File: src/rtl/bolucu_pkg.sv
// Shared types and constants for the binary32 divider and its operand classifier.
package bolucu_pkg;
  typedef enum logic [1:0] {IDLE, CHECK, DIVIDE, ROUND} durum_e;
  typedef enum logic [1:0] {ZERO, INF, NAN, NORM} sinif_e;

  localparam logic [31:0] QNAN    = 32'h7FC00000;
  localparam int          BIAS    = 127;
  localparam int          EXP_MAX = 255;
  localparam int          ITER    = 26;
endpackage

File: src/rtl/fp_siniflandir.sv
// Combinational binary32 operand classifier: class, sign, biased exponent and
// 24-bit mantissa with the hidden one. Subnormals classify as ZERO.
module fp_siniflandir
  import bolucu_pkg::*;
(
  input  logic [31:0] sayi_i,
  output sinif_e      sinif_o,
  output logic        isaret_o,
  output logic [7:0]  us_o,
  output logic [23:0] mantis_o
);
  always_comb begin
    isaret_o = sayi_i[31];
    us_o     = sayi_i[30:23];
    mantis_o = {1'b1, sayi_i[22:0]};
    if (sayi_i[30:23] == 8'h00)
      sinif_o = ZERO;
    else if (sayi_i[30:23] == 8'hFF)
      sinif_o = (sayi_i[22:0] != 23'h0) ? NAN : INF;
    else
      sinif_o = NORM;
  end
endmodule

File: src/rtl/bolucu.sv
// Sequential binary32 divider: one-cycle special-case resolution, 26-step
// restoring mantissa division, round-to-nearest-even, flush-to-zero.
module bolucu
  import bolucu_pkg::*;
(
  input  logic        clk,
  input  logic        reset,
  input  logic        basla,
  input  logic [31:0] sayi1,
  input  logic [31:0] sayi2,
  output logic [31:0] sonuc,
  output logic        bitti,
  output logic        mesgul
);
  localparam logic signed [9:0] US_TAVAN = 10'(EXP_MAX);

  durum_e             durum_q;
  logic [31:0]        a_q, b_q;
  logic               isaret_q;
  logic signed [9:0]  us_q;
  logic [23:0]        ma_q, mb_q;
  logic [25:0]        q_q, r_q;
  logic [4:0]         sayac_q;

  sinif_e             sa, sb;
  logic               ia, ib;
  logic [7:0]         ea, eb;
  logic [23:0]        mta, mtb;

  fp_siniflandir u_sinif_a (.sayi_i(a_q), .sinif_o(sa), .isaret_o(ia), .us_o(ea), .mantis_o(mta));
  fp_siniflandir u_sinif_b (.sayi_i(b_q), .sinif_o(sb), .isaret_o(ib), .us_o(eb), .mantis_o(mtb));

  logic               isaret_d, ozel;
  logic [31:0]        ozel_sonuc;
  logic signed [9:0]  us_d;

  always_comb begin
    isaret_d   = ia ^ ib;
    ozel       = 1'b1;
    ozel_sonuc = '0;
    us_d       = $signed({2'b00, ea}) - $signed({2'b00, eb}) + 10'(BIAS);
    if (sa == NAN || sb == NAN || (sa == ZERO && sb == ZERO) || (sa == INF && sb == INF))
      ozel_sonuc = QNAN;
    else if (sa == INF || sb == ZERO)
      ozel_sonuc = {isaret_d, 8'hFF, 23'h0};
    else if (sa == ZERO || sb == INF)
      ozel_sonuc = {isaret_d, 31'h0};
    else
      ozel = 1'b0;
  end

  // The dividend (ma << 25) never yields quotient bits above 25, so the first
  // step compares ma directly instead of shifting in 25 leading dividend bits.
  logic [25:0] r_cur, fark, r_next;
  logic        qbit;

  always_comb begin
    r_cur  = (sayac_q == '0) ? {2'b00, ma_q} : r_q;
    fark   = r_cur - {2'b00, mb_q};
    qbit   = (r_cur >= {2'b00, mb_q});
    r_next = (qbit ? fark : r_cur) << 1;
  end

  logic [23:0]       mant;
  logic              guard, sticky, inc;
  logic [24:0]       toplam;
  logic [22:0]       kesir;
  logic signed [9:0] us_r, us_f;
  logic [31:0]       yuvarla;

  always_comb begin
    if (q_q[25]) begin
      mant   = q_q[25:2];
      guard  = q_q[1];
      sticky = q_q[0] | (r_q != '0);
      us_r   = us_q;
    end else begin
      mant   = q_q[24:1];
      guard  = q_q[0];
      sticky = (r_q != '0);
      us_r   = us_q - 10'sd1;
    end
    inc    = guard & (sticky | mant[0]);
    toplam = {1'b0, mant} + {24'b0, inc};
    kesir  = toplam[24] ? toplam[23:1] : toplam[22:0];
    us_f   = us_r + $signed({9'b0, toplam[24]});
    if (us_f >= US_TAVAN)
      yuvarla = {isaret_q, 8'hFF, 23'h0};
    else if (us_f <= 10'sd0)
      yuvarla = {isaret_q, 31'h0};
    else
      yuvarla = {isaret_q, us_f[7:0], kesir};
  end

  always_ff @(posedge clk or negedge reset) begin
    if (!reset) begin
      durum_q  <= IDLE;
      sonuc    <= '0;
      bitti    <= 1'b0;
      mesgul   <= 1'b0;
      a_q      <= '0;
      b_q      <= '0;
      isaret_q <= 1'b0;
      us_q     <= '0;
      ma_q     <= '0;
      mb_q     <= '0;
      q_q      <= '0;
      r_q      <= '0;
      sayac_q  <= '0;
    end else begin
      case (durum_q)
        IDLE: begin
          bitti  <= 1'b0;
          mesgul <= 1'b0;
          if (!bitti && basla) begin
            a_q     <= sayi1;
            b_q     <= sayi2;
            mesgul  <= 1'b1;
            durum_q <= CHECK;
          end
        end
        CHECK: begin
          isaret_q <= isaret_d;
          if (ozel) begin
            sonuc   <= ozel_sonuc;
            bitti   <= 1'b1;
            durum_q <= IDLE;
          end else begin
            ma_q    <= mta;
            mb_q    <= mtb;
            us_q    <= us_d;
            q_q     <= '0;
            r_q     <= '0;
            sayac_q <= '0;
            durum_q <= DIVIDE;
          end
        end
        DIVIDE: begin
          q_q     <= {q_q[24:0], qbit};
          r_q     <= r_next;
          sayac_q <= sayac_q + 5'd1;
          if (sayac_q == 5'(ITER - 1))
            durum_q <= ROUND;
        end
        ROUND: begin
          sonuc   <= yuvarla;
          bitti   <= 1'b1;
          durum_q <= IDLE;
        end
        default: durum_q <= IDLE;
      endcase
    end
  end
endmodule

File: config.mk
export PLATFORM = sky130hd
export DESIGN_NAME = bolucu
export DESIGN_NICKNAME = d
export VERILOG_FILES = /design/src/rtl/bolucu_pkg.sv /design/src/rtl/fp_siniflandir.sv /design/src/rtl/bolucu.sv
export SDC_FILE = /design/constraint.sdc
export NUM_CORES = 1
export LEC_CHECK = 0
export CORE_MARGIN = 2
export CORE_UTILIZATION = 48
export CTS_CLUSTER_SIZE = 14
export DETAILED_ROUTE_END_ITERATION = 8
export GPL_TIMING_DRIVEN = 0
export PLACE_DENSITY = 0.68
export REMOVE_ABC_BUFFERS = 1
export SYNTH_ARGS = -nofsm -noshare
export SYNTH_HDL_FRONTEND = slang
export SYNTH_SLANG_ARGS = --single-unit
File: constraint.sdc
create_clock -name clk -period 6.7 [get_ports clk]
set_input_delay 1.005 -clock clk [delete_from_list [all_inputs] [get_ports clk]]
set_output_delay 1.005 -clock clk [all_outputs]
set_load 0.05 [all_outputs]
==> results.ini <==
[die]
rows = 58
start_util_pct = 49.2
die_height_um = 165
die-area_um2 = 27300
fp.coreArea_um2 = 25300
ioPinCount = 101
dieWidth_um = 165

[power_and_ir_drop]
p_leak_nw = 6.20
p_per_area_nw_per_um2 = 598
ir_drop_uv = 337
pwr-share-comb_pct = 56.9
power_mw = 8.81
clock_power_share_pct = 15.7
p_sw_share_pct = 44.0
p_sw_mw = 3.87
power.internal_mw = 4.94
power.share.sequential_pct = 27.4

[clock_network]
clk_pin_slew_worst_paths_ns = 0.06
cts_tree = done
post_cts_buffers = 0
clock_tree.root_cell = clkbuf_16
clockBufferDepth = 3
cts_sinks = 214
numCtsBuffers = 25
cts_resized = 0
clock_latency_ns = 0.52
htreeDepth = 1
cts_hold_buffers = 0

[timing]
hold_violations = 0
worst_pin_slew_ns = 1.21
fmax_mhz = 171
post-route-period-util_pct = 87.2
setup_slack_ns = 0.860
setup_viol = 0
fin_tns_setup_ns = 0
slew_headroom_pct = 18.6
post-route-min-period_ns = 5.84
rsz0062_at_grt = false
slew_viol_final = 0
fin_skew_ns = 0.0101

[route]
via_per_inst = 5.64
drtAntennaViolNets = 0
dr.pass1.iters = 5
drt-total-wl_um = 28900
vias = 9973
drt_iter0_drc = 517
drc_errors = 0
wl_per_cell_um = 16.3

[place]
dp_cells = 1724
dp_hpwl_um = 20900
dp_slack_ns = 0.943
gp_congestion = 0.890
io_buffers = 100

[synthesis]
synth_seq_area_share_pct = 43.0
ys.warnings.count = 0
synth_edf_count = 0
ys_types = 76
ys_ff_latch = 214
syn-instance-count = 1346
ys.flop_type = dfrtp_1
synth.avg_cell_area_um2 = 9.26
syn_area_um2 = 12500
async_flop_share_pct = 100

[setup_path]
critPathArrivalTime_ns = 6.30
required_ns = 7.16
crit_path_max_incr_delay_ns = 0.64
slowest_stage = dfrtp_2
reg2reg_slack_ns = 0.86
path_common_cell = ha_1
crit_fanout = 29
crit_chain = nand2b_1, a21boi_0, ha_1, nand4_1, nor3b_1, nand2_1, nor4_2, ha_1, ha_1, nand2_1, o21ai_1, nand3_2, or4_4, a32oi_4, o311ai_4, nor2_4, a22o_1
crit_type = flip-flop to flip-flop
worstSetupStartpointType = flip-flop
endpoint_kind = flip-flop

[finish]
fin_util_pct = 58.2
syn_to_final_growth_pct = 18.1
nets = 1530
layout-drive-gt1-share_pct = 11.8
nFillCells = 2233
final_cell_mix = nand2_1 (223), dfrtp_1 (213), o21ai_0 (133)
layout_commonest_cell = nand2_1
antenna_cells = 0
stdcell_count = 1768

[global_route]
grt_first_pass_wirelength_um = 48900
grt-ovfl-total = 0
grt_pass1_vias = 9730
antenna_found_initial = 0
grt_max_degree = 115
grt_usage_pct = 22.0

[run_status]
run_status = finished clean

[worst_hold_path]
holdCritPathClass = flip-flop to flip-flop

[flow_run]
cap_violations = 0

layout make-up:
| type | instances | area, um^2 | area share (%) |
|---|---|---|---|
| repair buffers | 124 | 1300 | 8.81 |
| clock inverters | 7 | 114 | 0.773 |
| well taps | 330 | 413 | 2.80 |
| flip-flops and latches | 214 | 5360 | 36.4 |
| clock buffers | 37 | 721 | 4.89 |
| multi-input cells | 1004 | 6630 | 45.0 |
| inverters | 52 | 195 | 1.33 |
sequential cells by signal, summed over array words and instances, names as in the netlist, named ones only:
name,flops
a_q,32
b_q,32
sonuc,32
q_q,26
r_q,25
ma_q,24
mb_q,23
us_q,10
sayac_q,5
bitti,1
durum_q,1
isaret_q,1
mesgul,1
power groups by stage:
| stage | logic [mW] | clock network [mW] | registers, mW |
|---|---|---|---|
| 5_1_grt | 5.63 | 1.48 | 2.50 |
| 3_5_place_dp | 4.98 | 0 | 2.43 |
| 6_report | 5.01 | 1.39 | 2.41 |
| 4_1_cts | 5.02 | 1.42 | 2.41 |
| 2_1_floorplan | 3.66 | 0 | 2.49 |
| 3_3_place_gp | 4.86 | 0 | 2.42 |
critical path: cells and delay by family (launching register included):
family                     cells  cell delay, ns
and+or+nand+nor                9            2.96
AOI/OAI and AO/OA              5            1.36
adders and majority gates      3            0.79
DFF                            1            0.64
synth_stat cells (all sizes together), types with 31 or more instances:
master / instances / share of area [%]
a21oi: 44 / 1.8
clkbuf: 61 / 1.8
dfrtp: 214 / 43
ha: 40 / 4.0
inv: 52 / 1.6
mux2: 80 / 7.2
mux2i: 31 / 2.5
nand2: 223 / 6.7
nand3: 50 / 2.0
nor2: 64 / 2.0
o21ai: 134 / 5.4
xnor2: 44 / 3.2
layer usage:
layer / track usage (%) / vias up / share of wire (%)
met1: 30.4 / 4818 / 46
met5: 0 / - / 0
met3: 3.00 / 43 / 4.2
li1: - / 4916 / -
met4: 5.38 / 0 / 2.2
met2: 36.6 / 196 / 47
cells by family after synthesis:
group / count (synthesis) / synth area share (%)
AOI/OAI and AO/OA: 303 / 15.5
xor gates and xnor gates: 73 / 5.19
adders and majority gates: 42 / 4.34
buffers and inverters: 128 / 4.15
DFF: 214 / 43.0
muxes: 111 / 9.72
and+or+nand+nor: 475 / 18.1
through the flow:
| stage | hold slack, ns | area [um^2] |
|---|---|---|
| floorplan | 0.440 | 12100 |
| global placement | 0.459 | 13600 |
| detailed placement | 0.462 | 13900 |
| CTS | 0.480 | 14700 |
| global route | 0.502 | 14700 |
| finish | 0.476 | 14700 |
worst paths after layout:
kind                                           start  depth (start not counted)                   end
worst min register to register  ma_q[14]$_DFFE_PN0P_                          2  ma_q[14]$_DFFE_PN0P_
worst min-delay path            ma_q[14]$_DFFE_PN0P_                          2  ma_q[14]$_DFFE_PN0P_
worst max register to register   q_q[25]$_DFFE_PN0P_                         17  sonuc[9]$_DFFE_PN0P_
max in group asynchronous                      reset                          2   a_q[17]$_DFFE_PN0P_
worst max-delay path             q_q[25]$_DFFE_PN0P_                         17  sonuc[9]$_DFFE_PN0P_
min in group asynchronous                      reset                          1   a_q[24]$_DFFE_PN0P_
Note: power is estimated with default switching activity, not from simulation.
